**config.mk**
```make
export PLATFORM = sky130hd
export DESIGN_NAME = bubble_sort_swapper_flat
export DESIGN_NICKNAME = d
export VERILOG_FILES = /design/src/rtl/bubble_sort_swapper_if.sv /design/src/rtl/bubble_sort_swapper.sv /design/src/flat_wrapper.sv
export SDC_FILE = /design/constraint.sdc
export NUM_CORES = 1
export LEC_CHECK = 0
export CAP_MARGIN = 5
export CORE_MARGIN = 5
export CORE_UTILIZATION = 35
export DETAILED_ROUTE_END_ITERATION = 10
export SKIP_CTS_REPAIR_TIMING = 1
export SYNTH_ARGS = -nofsm -noshare
export SYNTH_HDL_FRONTEND = slang
export SYNTH_SLANG_ARGS = --single-unit
```
**constraint.sdc**
```tcl
create_clock -name clk -period 7.65 [get_ports clk]
set_input_delay 1.53 -clock clk [delete_from_list [all_inputs] [get_ports clk]]
set_output_delay 1.53 -clock clk [all_outputs]
set_load 0.03 [all_outputs]
```
**src/rtl/bubble_sort_swapper_if.sv**
```systemverilog
// Write/read/control bundle for bubble_sort_swapper. The master side loads data and
// starts sorts; the slave side is the sorting register file.
interface bubble_sort_swapper_if #(
    parameter int N    = 3,
    parameter int BITS = 8
);
    logic            w_en;
    logic [N-1:0]    w_addr;
    logic [BITS-1:0] w_data;
    logic [N-1:0]    r_addr;
    logic [BITS-1:0] r_data;
    logic            start;
    logic            busy;
    logic            done;
    logic [2*N-1:0]  swap_cnt;

    modport master (
        output w_en, w_addr, w_data, r_addr, start,
        input  r_data, busy, done, swap_cnt
    );

    modport slave (
        input  w_en, w_addr, w_data, r_addr, start,
        output r_data, busy, done, swap_cnt
    );
endinterface

```
**src/rtl/bubble_sort_swapper.sv**
```systemverilog
// Register file with one write and one combinational read port, plus a controller
// that bubble-sorts the contents in place (ascending, unsigned) using pairwise swaps.
module bubble_sort_swapper #(
    parameter int N    = 3,
    parameter int BITS = 8
) (
    input  logic                   clk,
    input  logic                   rst,
    bubble_sort_swapper_if.slave   bus
);
    localparam int unsigned DEPTH = 2 ** N;

    localparam logic [1:0] S_IDLE = 2'd0;
    localparam logic [1:0] S_CMP  = 2'd1;
    localparam logic [1:0] S_SWAP = 2'd2;
    localparam logic [1:0] S_DONE = 2'd3;

    logic [BITS-1:0] mem [DEPTH];
    logic [1:0]      state;
    logic [N-1:0]    i;
    logic [N-1:0]    p;
    logic            pass_swapped;
    logic [2*N-1:0]  swap_cnt;

    logic [N-1:0]    i_nxt;
    logic [N-1:0]    lim;
    logic            out_of_order;
    logic            last_pair;
    logic            swapped_eff;
    logic            finish;

    assign i_nxt        = i + N'(1);
    assign lim          = N'(DEPTH - 2) - p;
    assign out_of_order = mem[i] > mem[i_nxt];
    assign last_pair    = (i >= lim);
    // A swap issued in this very cycle must count toward the pass, or a pass whose
    // only swap is on its last pair would wrongly end the sort.
    assign swapped_eff  = pass_swapped | (state == S_SWAP);
    assign finish       = !swapped_eff || (p == N'(DEPTH - 2));

    assign bus.r_data   = mem[bus.r_addr];
    assign bus.busy     = (state == S_CMP) || (state == S_SWAP);
    assign bus.done     = (state == S_DONE);
    assign bus.swap_cnt = swap_cnt;

    always_ff @(posedge clk) begin
        if (rst) begin
            for (int unsigned k = 0; k < DEPTH; k++) begin
                mem[k] <= '0;
            end
            state        <= S_IDLE;
            i            <= '0;
            p            <= '0;
            pass_swapped <= 1'b0;
            swap_cnt     <= '0;
        end else begin
            case (state)
                S_IDLE: begin
                    if (bus.w_en) begin
                        mem[bus.w_addr] <= bus.w_data;
                    end
                    if (bus.start) begin
                        p            <= '0;
                        i            <= '0;
                        swap_cnt     <= '0;
                        pass_swapped <= 1'b0;
                        state        <= S_CMP;
                    end
                end

                S_CMP, S_SWAP: begin
                    if (state == S_CMP && out_of_order) begin
                        state <= S_SWAP;
                    end else begin
                        if (state == S_SWAP) begin
                            mem[i]       <= mem[i_nxt];
                            mem[i_nxt]   <= mem[i];
                            swap_cnt     <= swap_cnt + (2*N)'(1);
                            pass_swapped <= 1'b1;
                        end
                        state <= S_CMP;
                        if (!last_pair) begin
                            i <= i_nxt;
                        end else if (finish) begin
                            state <= S_DONE;
                        end else begin
                            p            <= p + N'(1);
                            i            <= '0;
                            pass_swapped <= 1'b0;
                        end
                    end
                end

                S_DONE: begin
                    state <= S_IDLE;
                end

                default: begin
                    state <= S_IDLE;
                end
            endcase
        end
    end
endmodule

```
**src/flat_wrapper.sv**
```systemverilog
// flat-port wrapper written by rule: the top's interface ports become plain ports
module bubble_sort_swapper_flat 
#(
    parameter int N    = 3,
    parameter int BITS = 8
)
  (clk, rst, bus_w_en, bus_w_addr, bus_w_data, bus_r_addr, bus_start, bus_r_data, bus_busy, bus_done, bus_swap_cnt);
  bubble_sort_swapper_if #(.N(N), .BITS(BITS)) bus_i ();
  input  logic clk;
  input  logic rst;
  input wire logic [$bits(bus_i.w_en)-1:0] bus_w_en;
  input wire logic [$bits(bus_i.w_addr)-1:0] bus_w_addr;
  input wire logic [$bits(bus_i.w_data)-1:0] bus_w_data;
  input wire logic [$bits(bus_i.r_addr)-1:0] bus_r_addr;
  input wire logic [$bits(bus_i.start)-1:0] bus_start;
  output wire logic [$bits(bus_i.r_data)-1:0] bus_r_data;
  output wire logic [$bits(bus_i.busy)-1:0] bus_busy;
  output wire logic [$bits(bus_i.done)-1:0] bus_done;
  output wire logic [$bits(bus_i.swap_cnt)-1:0] bus_swap_cnt;
  assign bus_i.w_en = bus_w_en;
  assign bus_i.w_addr = bus_w_addr;
  assign bus_i.w_data = bus_w_data;
  assign bus_i.r_addr = bus_r_addr;
  assign bus_i.start = bus_start;
  assign bus_r_data = bus_i.r_data;
  assign bus_busy = bus_i.busy;
  assign bus_done = bus_i.done;
  assign bus_swap_cnt = bus_i.swap_cnt;
  bubble_sort_swapper #(.N(N), .BITS(BITS)) u_core (.clk(clk), .rst(rst), .bus(bus_i));
endmodule
```
==> flow_metrics.tcl <==
set metrics [dict create \
    path_clk_slew_ps 60 \
    globalRouteTotalUtil_pct 18.5 \
    period_needed_ps 5650 \
    yosys_most_used_dff "edfxtp_1" \
    setup-tns-final_ps 0 \
    cpMaxStageDelayCell "clkdlybuf4s50_1" \
    r2r_end "u_core.i[2]$_SDFFE_PP0P_" \
    worstRegToRegCells 10 \
    h-tree-depth 3 \
    path_buf_inv 2 \
    synth_top_cell_area_share_pct 35.7 \
    dieHeight_um 134 \
    grt_pass1_wl_um 25000 \
    hp-class "flip-flop to flip-flop" \
    arrival_ps 4120 \
    viasPerCell 6.68 \
    finalSetupViolations 0 \
    clock_sinks 82 \
    synth.net_count 461 \
    slowest_delay_ps 1080 \
    drcViolationCount 0 \
    endpoint "bus_r_data[7]" \
    num_rows 45 \
    r2r-start "u_core.i[1]$_SDFFE_PP0P_" \
    ios 34 \
    cp_top_family "buffers and inverters" \
    via_count 4265 \
    worst_ep_required_time_ps 6120 \
    grt_pass1_vias 4284 \
    vdd_drop_max_mv 0.0955 \
    wirelength_um 16600 \
    worst_slew_pin_slew_ps 1020 \
    critPathKind "input port to primary output" \
    ys_warn_count 0 \
    synth_cell_type_count 53 \
    synth_edf_count 64 \
    drv_slew 0 \
    run_status "finished clean" \
    p_leak_uw 0.00212 \
    root_buffer "clkbuf_16" \
    core-area_um2 15100 \
    drt-pass1-iter-count 5 \
    start_kind "input port" \
    ys_seq_area_share_pct 42.4 \
    rsz0062_at_grt "no" \
    cp_max_fo 16 \
    drive_gt1_share_pct 16.9 \
    numCtsBuffers 9 \
    relSlewSlack_pct 32.3 \
    netlist_top_cells_area "edfxtp_1 (36%), mux4_2 (16%), o22ai_1 (7.4%)" \
    antenna_found_initial 0 \
    grt_max_degree 25 \
    hold_viol 0 \
    synthArstFlopShare_pct 0 \
    worstPathCellList "clkdlybuf4s50_1 -> mux4_2 -> mux2_2 -> clkdlybuf4s50_1" \
    skew_ps 9.58 \
    place_congestion 0.860 \
    synth_area_um2 5390 \
    start_util_pct 35.6 \
    netlist_instances 421 \
    end_kind "primary output" \
    worst_hold_slack_ps 493 \
    critical_path_depth 4 \
    fmax_ghz 0.177 \
    cap_violations 0 \
    grt_overflow 0 \
    antenna_cells 0 \
    syn_avg_cell_area_um2 12.8 \
    fp.dieArea_um2 18000 \
    ant_nets 0 \
    cts_tree "done" \
    place_hpwl_um 10700 \
    avgRoutedWirePerCell_um 26.1 \
    p_per_area_nw_per_um2 199 \
    cts_buffer_depth 2 \
    synth-seq-cells 82 \
    cpMostUsedCell "clkdlybuf4s50_1" \
    area_growth_pct 13.9 \
    r2r_slack_ps 3550 \
    startpoint "bus_r_addr[1]" \
    drt_iter0_drc 363 \
    netlist_top_cells_count "edfxtp_1 (64), o22ai_1 (64), mux4_2 (38)" \
    timing.final.crit_share_pct 73.8 \
    layout.nets 486 \
    clk_latency_ps 340 \
    die_w_um 134 \
    port_buffers 33 \
    synth_top_area_cell "edfxtp_1" \
]
tightest hold or removal path, delay by kind of cell (launching register included):
kind / cells / cell delay, ps
simple gates: 1 / 60
flops: 1 / 330
compound gates: 1 / 50
layout make-up:
cell class                      count  area (um^2)
Sequential cell                    82         2280
Timing Repair Buffer               38          368
Multi-Input combinational cell    299         2900
Clock inverter                      5         55.1
Inverter                           16         62.6
Fill cell                        1393         9010
Clock buffer                       10          229
Tap cell                          188          235
registers in the layout (all words and copies together), names as in the netlist, named ones only:
signal,count
u_core.bus.swap_cnt,6
u_core.pass_swapped,1
u_core.state,2
u_core.p,3
u_core.mem,64
u_core.i,3
how the worst min path moves through the flow:
stage | from | cells after the start | to | slack [ps]
after floorplan | u_core.p[1]$_SDFFE_PP0P_ | 2 | u_core.p[1]$_SDFFE_PP0P_ | 450
after global placement | u_core.p[1]$_SDFFE_PP0P_ | 2 | u_core.p[1]$_SDFFE_PP0P_ | 460
after detailed placement | u_core.p[1]$_SDFFE_PP0P_ | 2 | u_core.p[1]$_SDFFE_PP0P_ | 490
after CTS | u_core.p[1]$_SDFFE_PP0P_ | 2 | u_core.p[1]$_SDFFE_PP0P_ | 500
after global routing | u_core.p[1]$_SDFFE_PP0P_ | 2 | u_core.p[1]$_SDFFE_PP0P_ | 540
final | u_core.p[1]$_SDFFE_PP0P_ | 2 | u_core.p[1]$_SDFFE_PP0P_ | 490
stage by stage:
step / cell area, um^2 / util [%] / power [uW] / cells / setup slack (ps)
2_1_floorplan: 5390 / - / 718 / 421 / 3210
3_3_place_gp: 5850 / 38.6 / 792 / 623 / 2050
3_5_place_dp: 5850 / 38.6 / 799 / 623 / 2030
4_1_cts: 6130 / 40.5 / 1220 / 638 / 2020
5_1_grt: 6130 / 40.5 / 1260 / 638 / 1930
6_report: 6130 / 40.5 / 1220 / 638 / 2000
logic make-up after synthesis:
family                     after synthesis  share of synthesized area (%)
adders and majority gates               22                           5.11
and+or+nand+nor                         83                           7.55
xor gates and xnor gates                 7                           1.28
DFF                                     82                           42.4
muxes                                   74                           26.1
AOI/OAI and AO/OA                      113                           13.8
buffers and inverters                   40                           3.79
report_power, final:
part / switching (uW) / internal [uW] / total, uW
Sequential: 18.3 / 500 / 519
Combinational: 156 / 119 / 275
Clock: 174 / 251 / 425
cell usage in the layout, fill, tap and decap left out, drive strengths merged, types with 13 or more instances in the layout:
| cell | n |
|---|---|
| nand2 | 26 |
| o21ai | 17 |
| edfxtp | 64 |
| nand3 | 17 |
| mux2i | 17 |
| mux4 | 48 |
| clkdlybuf4s50 | 33 |
| ha | 22 |
| nor2 | 13 |
| o22ai | 64 |
| inv | 17 |
| dfxtp | 18 |
layer usage:
metal / vias to the layer above / part of all wire [%] / GRT usage (%)
li1: 1799 / - / -
met1: 2129 / 37 / 22.2
met2: 282 / 49 / 31.3
met3: 55 / 9.9 / 4.61
met4: 0 / 4.1 / 8.94
met5: - / 0 / 0
No activity file was read; power rests on OpenSTA's default activity.
==> RTL edit: new RTL, same flow settings <==
`BITS` is set to 8 in 3 places; all go to 6.
--- a/src/rtl/bubble_sort_swapper_if.sv
+++ b/src/rtl/bubble_sort_swapper_if.sv
@@ -2,7 +2,7 @@
 // starts sorts; the slave side is the sorting register file.
 interface bubble_sort_swapper_if #(
     parameter int N    = 3,
-    parameter int BITS = 8
+    parameter int BITS = 6
 );
     logic            w_en;
     logic [N-1:0]    w_addr;
--- a/src/rtl/bubble_sort_swapper.sv
+++ b/src/rtl/bubble_sort_swapper.sv
@@ -2,7 +2,7 @@
 // that bubble-sorts the contents in place (ascending, unsigned) using pairwise swaps.
 module bubble_sort_swapper #(
     parameter int N    = 3,
-    parameter int BITS = 8
+    parameter int BITS = 6
 ) (
     input  logic                   clk,
     input  logic                   rst,
--- a/src/flat_wrapper.sv
+++ b/src/flat_wrapper.sv
@@ -2,7 +2,7 @@
 module bubble_sort_swapper_flat 
 #(
     parameter int N    = 3,
-    parameter int BITS = 8
+    parameter int BITS = 6
 )
   (clk, rst, bus_w_en, bus_w_addr, bus_w_data, bus_r_addr, bus_start, bus_r_data, bus_busy, bus_done, bus_swap_cnt);
   bubble_sort_swapper_if #(.N(N), .BITS(BITS)) bus_i ();
Interface: changed (resized bus_r_data and bus_w_data); port bits go from 34 to 30. No check against the original RTL was run, so the function may have changed too.
==> RTL edit against the original RTL <==
  * Design area decreased by 15%
  * Area after synthesis decreased by 16%
  * Synthesized cell count decreased by 15%
  * Total power decreased by 13%
  * Wire length decreased by 28%
  * Sequential cell count decreased by 16
  * Largest power group is now the clock network
  * Worst setup slack improved by 93 ps
  * Critical path depth unchanged
  * Hold slack improved by 18 ps
  * Critical path type unchanged
==> RTL edit: results (changes against the original RTL) <==
[run_status]
status = complete, no violations

[cts]
cts-root-buf = clkbuf_16
cts_made_buffers = 9  ; unchanged
clk_latency_ps = 330
clk_path_buf_depth = 2  ; unchanged
cts.clk_slew.worst_paths_ps = 60  ; about the same
cts_max_level = 3  ; unchanged

[grt]
grt_pass1_vias = 3486  ; -19%
use_met3_pct = 4.07  ; -0.54 points
grt_start_max_net_pins = 24  ; -4.0%
use_met1_pct = 20.6  ; -1.6 points
use_met2_pct = 28.0  ; -3.3 points
grtUsageTotal_pct = 16.6  ; -1.9 points
antenna_found_initial = 0  ; unchanged
grt_pass1_wl_um = 19200  ; -23%

[placed_design]
hpwlAfterDp_um = 8820  ; -18%
place_inst = 542  ; -13%
dpl-instance-area_um2 = 4890  ; -16%
post-place-ws_ps = 2080  ; +52.3 ps
io_buffer_count = 29  ; -12%
gp_congestion = 0.866  ; +0.71%

[logic_synthesis]
synth_edf_count = 48  ; -25%
synthTopCellsByArea = edfxtp_1, mux4_2, dfxtp_1
synth_ff_type = edfxtp_1
ys_seq_area_share_pct = 40.0  ; -2.3 points
synthArstFlopShare_pct = 0  ; unchanged
netlist_top_cells_count = edfxtp_1, o22ai_1, nand2_1
ys_types = 60  ; +13%
yosys_warnings = 0  ; unchanged
syn_avg_cell_area_um2 = 12.6  ; -1.2%
syn-num-nets = 392  ; -15%

[detailed_routing]
wl_um = 11900  ; -28%
wire_per_inst_um = 21.4  ; -18%
drc = 0  ; unchanged
drt_first_pass_iters = 7  ; +2
viasPerCell = 6.08  ; -9.0%
first_iter_violations = 240  ; -34%

[setup_path]
cp.arrival_ps = 4020  ; -100 ps
crit_fanout = 12  ; -4

[layout]
final_layout_size_suffix_gt1_share_pct = 18.4  ; +1.5 points
final_nets = 417  ; -14%
reg_top3 = u_core.mem (48), u_core.bus.swap_cnt (6)
insertedDiodeCount = 0  ; unchanged

[power_and_ir_drop]
cellLeakagePower_nw = 1.81  ; -14%
peakVddDrop_uv = 135  ; +41%

[worst_hold_path]
min_path_type = flop to flop

[timing]
fin_worst_skew_ps = 5.27  ; -4.31 ps
slew_headroom_pct = 31.1  ; -1.1 points

==> RTL edit: cell types whose count changed after synthesis, sizes merged, moves of 4 or more <==
cell and delta:
edfxtp -16, mux2i -4, buf -8, o21ai -8, o22ai -16, mux4 -12
==> RTL edit: cell families (layout without fill, tap and decap cells) <==
family	count (synthesis)	count (layout)	share of synthesized area [%]
AO/OA/AOI/OAI	87	87	13.5
XOR/XNOR	8	8	1.97
adder cells (fa/ha/maj)	20	20	5.56
buffers and inverters	31	61	4.03
flip-flops	66	66	40.0
multiplexers	55	55	24.7
AND/OR/NAND/NOR	89	89	10.2
==> RTL edit: metal layers <==
metal	vias up	share of wire (%)
li1	1518	-
met1	1638	40
met2	204	49
met3	35	7.6
met4	0	3.3
met5	-	0
==> RTL edit: final cells by class <==
class	instances	area (um^2)
Clock buffer	9	225
Clock inverter	7	101
Fill cell	1211	7400
Inverter	13	48.8
Multi-Input combinational cell	259	2520
Sequential cell	66	1800
Tap cell	172	215
Timing Repair Buffer	32	313
==> RTL edit: report_power, final <==
part,internal (mW),switching (mW),total [mW]
sequential,0.399,0.0172,0.416
combinational,0.0861,0.106,0.193
clock,0.288,0.162,0.451
total,0.774,0.286,1.06
==> RTL edit: final timing paths <==
check | cells after the start | start | slack [ps] | end
setup / recovery | 4 | bus_r_addr[0] | 2100 | bus_r_data[5]
hold / removal | 2 | u_core.p[1] | 510 | u_core.p[1]
setup reg to reg | 10 | u_core.i[0] | 3430 | flop
hold reg to reg | 2 | u_core.p[1] | 510 | u_core.p[1]
==> RTL edit: worst max-delay path: stages <==
cell and delay (ps):
clkdlybuf4s50_1 990, mux4_2 590, mux2_2 290, clkdlybuf4s50_1 610
